$ cat config.mk
export PLATFORM = sky130hd
export DESIGN_NAME = pwr_event_ctrl
export DESIGN_NICKNAME = d
export VERILOG_FILES = /design/src/rtl/pwr_event_ctrl.sv
export SDC_FILE = /design/constraint.sdc
export NUM_CORES = 1
export LEC_CHECK = 0
export BUFFER_PORTS_ARGS = -buffer_cell sky130_fd_sc_hd__buf_2
export CAP_MARGIN = 20
export CORE_MARGIN = 2
export CORE_UTILIZATION = 45
export DETAILED_ROUTE_END_ITERATION = 6
export PLACE_DENSITY = 0.76
export SLEW_MARGIN = 10
export SYNTH_ARGS = -nofsm -noshare
export SYNTH_HDL_FRONTEND = slang
export SYNTH_SLANG_ARGS = --single-unit
$ cat constraint.sdc
create_clock -name clk -period 1.8 [get_ports clk]
set_input_delay 0.18 -clock clk [delete_from_list [all_inputs] [get_ports clk]]
set_output_delay 0.18 -clock clk [all_outputs]
set_load 0.005 [all_outputs]
$ cat src/rtl/pwr_event_ctrl.sv
// Power event controller: debounces the front-panel button, synchronizes BMC
// and SLP_S3# controls, and sequences PSU on/off with fault latching.
module pwr_event_ctrl #(
  parameter int unsigned T_SETTLE  = 100,
  parameter int unsigned T_PSOK_TO = 1000,
  parameter int unsigned T_OFF_MIN = 2000,
  parameter int unsigned T_FORCE   = 4000,
  parameter int unsigned T_DEB     = 16
) (
  input  logic       clk,
  input  logic       rst,
  input  logic       cnt1ms_done,
  input  logic       pwrbtn_n,
  input  logic       bmc_onctl_n,
  input  logic       slps3_n,
  input  logic       ps_pwrok,
  input  logic       thermtrip_n,
  input  logic       ac_restore_on,
  output logic       pson_from_pwr_event,
  output logic [3:0] power_evt_state,
  output logic       fault,
  output logic [1:0] fault_code
);

  localparam int unsigned CNT_W = 13;
  localparam int unsigned DEB_W = (T_DEB > 1) ? $clog2(T_DEB) : 1;
  localparam logic [CNT_W-1:0] CNT_MAX     = '1;
  localparam logic [CNT_W-1:0] SETTLE_MS   = CNT_W'(T_SETTLE);
  localparam logic [CNT_W-1:0] PSOK_TO_MS  = CNT_W'(T_PSOK_TO);
  localparam logic [CNT_W-1:0] OFF_MIN_MS  = CNT_W'(T_OFF_MIN);
  localparam logic [CNT_W-1:0] FORCE_MS    = CNT_W'(T_FORCE);
  localparam logic [DEB_W-1:0] DEB_LAST    = DEB_W'(T_DEB - 1);

  typedef enum logic [3:0] {
    ST_INIT     = 4'h0,
    ST_OFF      = 4'h1,
    ST_PSON     = 4'h2,
    ST_ON       = 4'h3,
    ST_SHUTDOWN = 4'h4,
    ST_FAULT    = 4'h5
  } state_e;

  state_e           state_q, state_d;
  logic [CNT_W-1:0] ms_q, ms_d;
  logic [CNT_W-1:0] hold_q, hold_d;
  logic [DEB_W-1:0] deb_cnt_q, deb_cnt_d;
  logic             btn_deb_q, btn_deb_d;
  logic             press_q, press_d;
  logic [2:0]       bmc_q;
  logic [2:0]       slp_q;
  logic             pson_q, pson_d;
  logic             fault_q, fault_d;
  logic [1:0]       code_q, code_d;

  logic bmc_fall, bmc_rise, slp_fall;

  // Edge detect on the synchronized copies (bit 1 = synced, bit 2 = previous)
  assign bmc_fall = bmc_q[2] & ~bmc_q[1];
  assign bmc_rise = ~bmc_q[2] & bmc_q[1];
  assign slp_fall = slp_q[2] & ~slp_q[1];

  // Button debounce: flip the level after T_DEB consecutive differing samples
  always_comb begin
    btn_deb_d = btn_deb_q;
    deb_cnt_d = deb_cnt_q;
    if (cnt1ms_done) begin
      if (pwrbtn_n == btn_deb_q) begin
        deb_cnt_d = '0;
      end else if (deb_cnt_q == DEB_LAST) begin
        btn_deb_d = pwrbtn_n;
        deb_cnt_d = '0;
      end else begin
        deb_cnt_d = deb_cnt_q + 1'b1;
      end
    end
    press_d = btn_deb_q & ~btn_deb_d;
  end

  // Hold counter: ms of debounced-low button, saturating
  always_comb begin
    hold_d = hold_q;
    if (btn_deb_q) begin
      hold_d = '0;
    end else if (cnt1ms_done && (hold_q != CNT_MAX)) begin
      hold_d = hold_q + 1'b1;
    end
  end

  // Next-state, fault latch and registered-output decode
  always_comb begin
    state_d = state_q;
    fault_d = fault_q;
    code_d  = code_q;
    unique case (state_q)
      ST_INIT: begin
        if (ms_q >= SETTLE_MS) state_d = ac_restore_on ? ST_PSON : ST_OFF;
      end
      ST_OFF: begin
        if (press_q || bmc_fall) state_d = ST_PSON;
      end
      ST_PSON: begin
        if (ps_pwrok) begin
          state_d = ST_ON;
        end else if (ms_q >= PSOK_TO_MS) begin
          state_d = ST_FAULT;
          fault_d = 1'b1;
          code_d  = 2'd1;
        end
      end
      ST_ON: begin
        if (!thermtrip_n) begin
          state_d = ST_FAULT;
          fault_d = 1'b1;
          code_d  = 2'd3;
        end else if (!ps_pwrok) begin
          state_d = ST_FAULT;
          fault_d = 1'b1;
          code_d  = 2'd2;
        end else if (slp_fall || bmc_rise || (hold_q >= FORCE_MS)) begin
          state_d = ST_SHUTDOWN;
        end
      end
      ST_SHUTDOWN: begin
        if ((ms_q >= OFF_MIN_MS) && !ps_pwrok) state_d = ST_OFF;
      end
      ST_FAULT: begin
        if (press_q && !ps_pwrok) begin
          state_d = ST_OFF;
          fault_d = 1'b0;
          code_d  = 2'd0;
        end
      end
      default: state_d = ST_INIT;
    endcase
    pson_d = (state_d == ST_PSON) || (state_d == ST_ON);
  end

  // ms counter: cleared on every state change, saturating otherwise
  always_comb begin
    ms_d = ms_q;
    if (state_d != state_q) begin
      ms_d = '0;
    end else if (cnt1ms_done && (ms_q != CNT_MAX)) begin
      ms_d = ms_q + 1'b1;
    end
  end

  // All state and output registers
  always_ff @(posedge clk) begin
    if (rst) begin
      state_q   <= ST_INIT;
      ms_q      <= '0;
      hold_q    <= '0;
      deb_cnt_q <= '0;
      btn_deb_q <= 1'b1;
      press_q   <= 1'b0;
      bmc_q     <= 3'b111;
      slp_q     <= 3'b111;
      pson_q    <= 1'b0;
      fault_q   <= 1'b0;
      code_q    <= 2'd0;
    end else begin
      state_q   <= state_d;
      ms_q      <= ms_d;
      hold_q    <= hold_d;
      deb_cnt_q <= deb_cnt_d;
      btn_deb_q <= btn_deb_d;
      press_q   <= press_d;
      bmc_q     <= {bmc_q[1:0], bmc_onctl_n};
      slp_q     <= {slp_q[1:0], slps3_n};
      pson_q    <= pson_d;
      fault_q   <= fault_d;
      code_q    <= code_d;
    end
  end

  assign pson_from_pwr_event = pson_q;
  assign power_evt_state     = state_q;
  assign fault               = fault_q;
  assign fault_code          = code_q;

endmodule

==> metrics.md <==
| Metric | Value |
|---|---|
| Maximum clock frequency | ~0.54 GHz |
| Share of cells above drive strength 1 | around a third |
| Switching power | 410 uW |
| Int Power | 1330 uW |
| IO Pins | 17 |
| Final Core Density | 59.7% |
| Starting Density | 47.2% |
| Clock share of power | 34.5% |
| Hold Slack | 59.2 ps |
| Core region area | 5200 sq um |
| Worst slew pin tran | 533 ps |
| Largest fanout on the critical path | 2 |
| Net Sw Frac | between 20% and 30% |
| Die area | 6070 sq um |
| Seq cells post-synth | 46 |
| GRT overflow | 0 |
| CP cell instances | or3_4 -> o311ai_4 -> o311a_4 -> nand4_4 -> buf_4 -> nor3_4 |
| WL/cell | 14.1 um |
| Via count | 2239 |
| Number of global-route vias before repair | 2139 |
| Drt pass-1 iters | 4 |
| Final setup viols | 13 |
| DIE WIDTH | approximately 80 um |
| RR Startpoint | ms_q[12] |
| Reg2Reg Setup Slack | -50 ps |
| 1st-iter DRT viols | 129 |
| Sink Count | 46 |
| Failing checks | setup timing |
| Slowest CP cell | or3_4 |
| Worst-Skew Late Latency | approximately 300 ps |
| Remaining DRCs | 0 |
| Cell row count | 26 |
| CTS H-tree depth | 2 |
| Seq pwr share | roughly three fifths |
| VDD IR-drop max | ~0.26 mV |
| TritonCTS clock tree | done |
| First-pass GRT wire length | 9780 um |
| Setup crit start kind | flop |
| Synth-to-layout area growth | 26.4% |
| Hold Fails Final Rpt | 0 |
| Slew headroom | 63.5% |
| RSZ-0062 raised after global routing | true |
| DP HPWL | slightly above 4000 um |
| DR vias/cell | approximately 5.6 |
| CP endpoint kind | flop |
| Reg-to-reg endpoint | ms_q[9] |
| Arr. time, crit path | 2070 ps |
| Hold Path Class | in -> reg |
| Max-cap violations | 0 |
| Sequential area share after synthesis | between 30% and 40% |
| CP required | 2020 ps |
| FFs w/ async S/R, synth | 0% |
| Combinational power share | 6.3% |
| Final slew viol count | 0 |
| Distinct cell type count after synthesis | 55 |
| PD cells | 561 nW/um^2 |
| Max clock buf depth | 2 |
| Max incr delay on CP | 410 ps |
| Clk slew on worst S/H paths | 80 ps |
| PnR worst setup slack | -49.8 ps |
| Period utilisation layout | 103% |
| Diodes inserted | 0 |
| Synth Flop Type | dfxtp_1 |
| RePlAce Congestion | 0.879 |
| Largest net degree at the start of global routing | 14 |
| CTS root buffer | clkbuf_8 |
| Ys Warns | 0 |
| Hold-fix buffers at CTS | 0 |
| Status | complete, but fails checks |
| Initial antenna violation count | 0 |
| Worst Skew | around 5.1 ps |
| Avg Inst Size Synth | 8.75 sq um |
| DIE HEIGHT | just under 80 um |
| Post-synth net total | 295 |
| Post-DRT Antenna Nets | 0 |
| Setup Crit Path Kind | reg -> reg |
| Mapped Area | 2460 sq um |
| EDFF count, synth | 0 |
| Tot GR Track Use | 19.9% |
| Period minus WS final | about 1800 ps |
| CTS Buf Count | 5 |
| Final wirelength | 5670 um |
| Pleak | 0.00110 uW |
| Setup TNS | -342 ps |
| CP endpoint | ms_q[9] |
| Crit path from | ms_q[12] |
| Number of port buffers | 16 |
| Nets | between 300 and 400 |
| R2R cell count | 6 |
| Synthesized instance count | 281 |
stage by stage:
stage	cells	total power [uW]	setup slack, ps	area, sq um
6_report	401	1740	-49.8	3110
3_5_place_dp	392	1150	-83.6	2910
4_1_cts	401	1760	-3.78	3040
5_1_grt	401	1810	-140	3110
2_1_floorplan	281	1120	6.68	2480
3_3_place_gp	392	1150	-5.33	2910
power by group through the flow:
| stage | Combinational (uW) | Clock (uW) | Sequential [uW] |
|---|---|---|---|
| 2_1_floorplan | 62.3 | 0 | 1060 |
| 3_3_place_gp | 92.8 | 0 | 1060 |
| 3_5_place_dp | 96.7 | 0 | 1060 |
| 4_1_cts | 106 | 623 | 1030 |
| 5_1_grt | 120 | 658 | 1030 |
| 6_report | 110 | 602 | 1030 |
final cells by class:
cell class	instances	area, sq um
inverter	17	63.8
fill	414	2100
timing repair buffer	57	425
clock buffer	5	68.8
tap	70	87.6
clock inverter	2	10.0
sequential	46	927
multi-input combinational	204	1520
registers in the layout, indices dropped and copies added (netlist names), 2 cells and up:
register / cells
bmc_q: 3
deb_cnt_q: 4
fault_code: 2
hold_q: 13
ms_q: 13
power_evt_state: 4
slp_q: 3
layer usage:
layer | GRT usage, % | vias up | routed length [um]
met1 | 25.8 | 1065 | 2500
met3 | 3.72 | 7 | 228
li1 | - | 1120 | -
met4 | 8.42 | 0 | 76
met2 | 32.2 | 47 | 2860
met5 | 0 | - | 0
cells in the final DEF, fill, tap and decap left out, types with 2 or more instances in the layout:
cell | synthesis | routed
clkbuf_8 | 0 | 5
a211oi_1 | 3 | 3
buf_4 | 1 | 38
xnor2_1 | 18 | 18
mux2i_1 | 3 | 3
nor3_4 | 0 | 2
o311a_1 | 2 | 2
nor4_2 | 1 | 3
o31ai_1 | 2 | 2
nand2_1 | 16 | 15
or4_1 | 4 | 3
nand3_1 | 13 | 13
o21ai_0 | 8 | 7
clkinv_2 | 0 | 2
or3_4 | 1 | 2
o211ai_1 | 4 | 4
buf_2 | 5 | 16
dfxtp_1 | 46 | 41
nor2_1 | 25 | 25
nand2b_1 | 5 | 5
a31oi_1 | 5 | 5
dfxtp_2 | 0 | 5
nor3_2 | 10 | 9
or2_2 | 6 | 6
nand3b_1 | 2 | 2
a21oi_1 | 11 | 11
buf_12 | 0 | 3
a21o_1 | 3 | 3
xor2_1 | 2 | 2
nand4_1 | 8 | 8
nor3_1 | 13 | 12
ha_1 | 5 | 5
inv_1 | 16 | 16
nor4_1 | 6 | 3
cells by family after synthesis:
family | count (synthesis) | share of synthesized area [%]
muxes | 3 | 1.22
buffers and inverters | 31 | 5.45
DFF | 46 | 37.5
AOI/OAI and AO/OA | 55 | 17.0
other | 1 | 0.153
and+or+nand+nor | 120 | 29.0
adders and majority gates | 5 | 2.54
xor gates and xnor gates | 20 | 7.12
repair_timing:
action,4_1_cts,5_1_grt
pin swaps,2,4
setup buffers,2,0
gates resized for setup,4,18
setup endpoints to repair,13,25
synth_stat cells (2+ instances only):
cell	n	area share [%]
a2111oi_0	3	1.1
a211oi_1	3	0.92
a21o_1	3	0.92
a21oi_1	11	2.2
a22oi_1	2	0.61
a31oi_1	5	1.3
buf_2	5	1.0
clkbuf_1	7	1.1
dfxtp_1	46	37
ha_1	5	2.5
inv_1	16	2.4
mux2i_1	3	1.2
nand2_1	16	2.4
nand2b_1	5	1.3
nand3_1	13	2.6
nand3b_1	2	0.61
nand4_1	8	2.0
nor2_1	25	3.8
nor3_1	13	2.6
nor3_2	10	4.1
nor4_1	6	1.5
nor4b_2	2	1.2
o211ai_1	4	1.2
o21ai_0	8	1.6
o311a_1	2	0.81
o31ai_1	2	0.61
or2_2	6	1.5
or3_1	2	0.51
or4_1	4	1.2
xnor2_1	18	6.4
xor2_1	2	0.71
worst min path at each step:
stage,start,end,slack (ps),cells past startpoint
CTS,bmc_onctl_n,bmc_q[0],50,2
global placement,slps3_n,slp_q[0],360,2
global route,bmc_onctl_n,bmc_q[0],50,2
detailed placement,bmc_onctl_n,bmc_q[0],370,2
finish,bmc_onctl_n,bmc_q[0],60,2
floorplan,bmc_onctl_n,bmc_q[0],280,1
worst max-delay path: cells and delay by family, from the launching register on:
kind	cells	cell delay, ps
AND/OR/NAND/NOR	3	710
AO/OA/AOI/OAI	2	550
flip-flops	1	330
buffers and inverters	1	180
(Power assumes the default switching activity.)
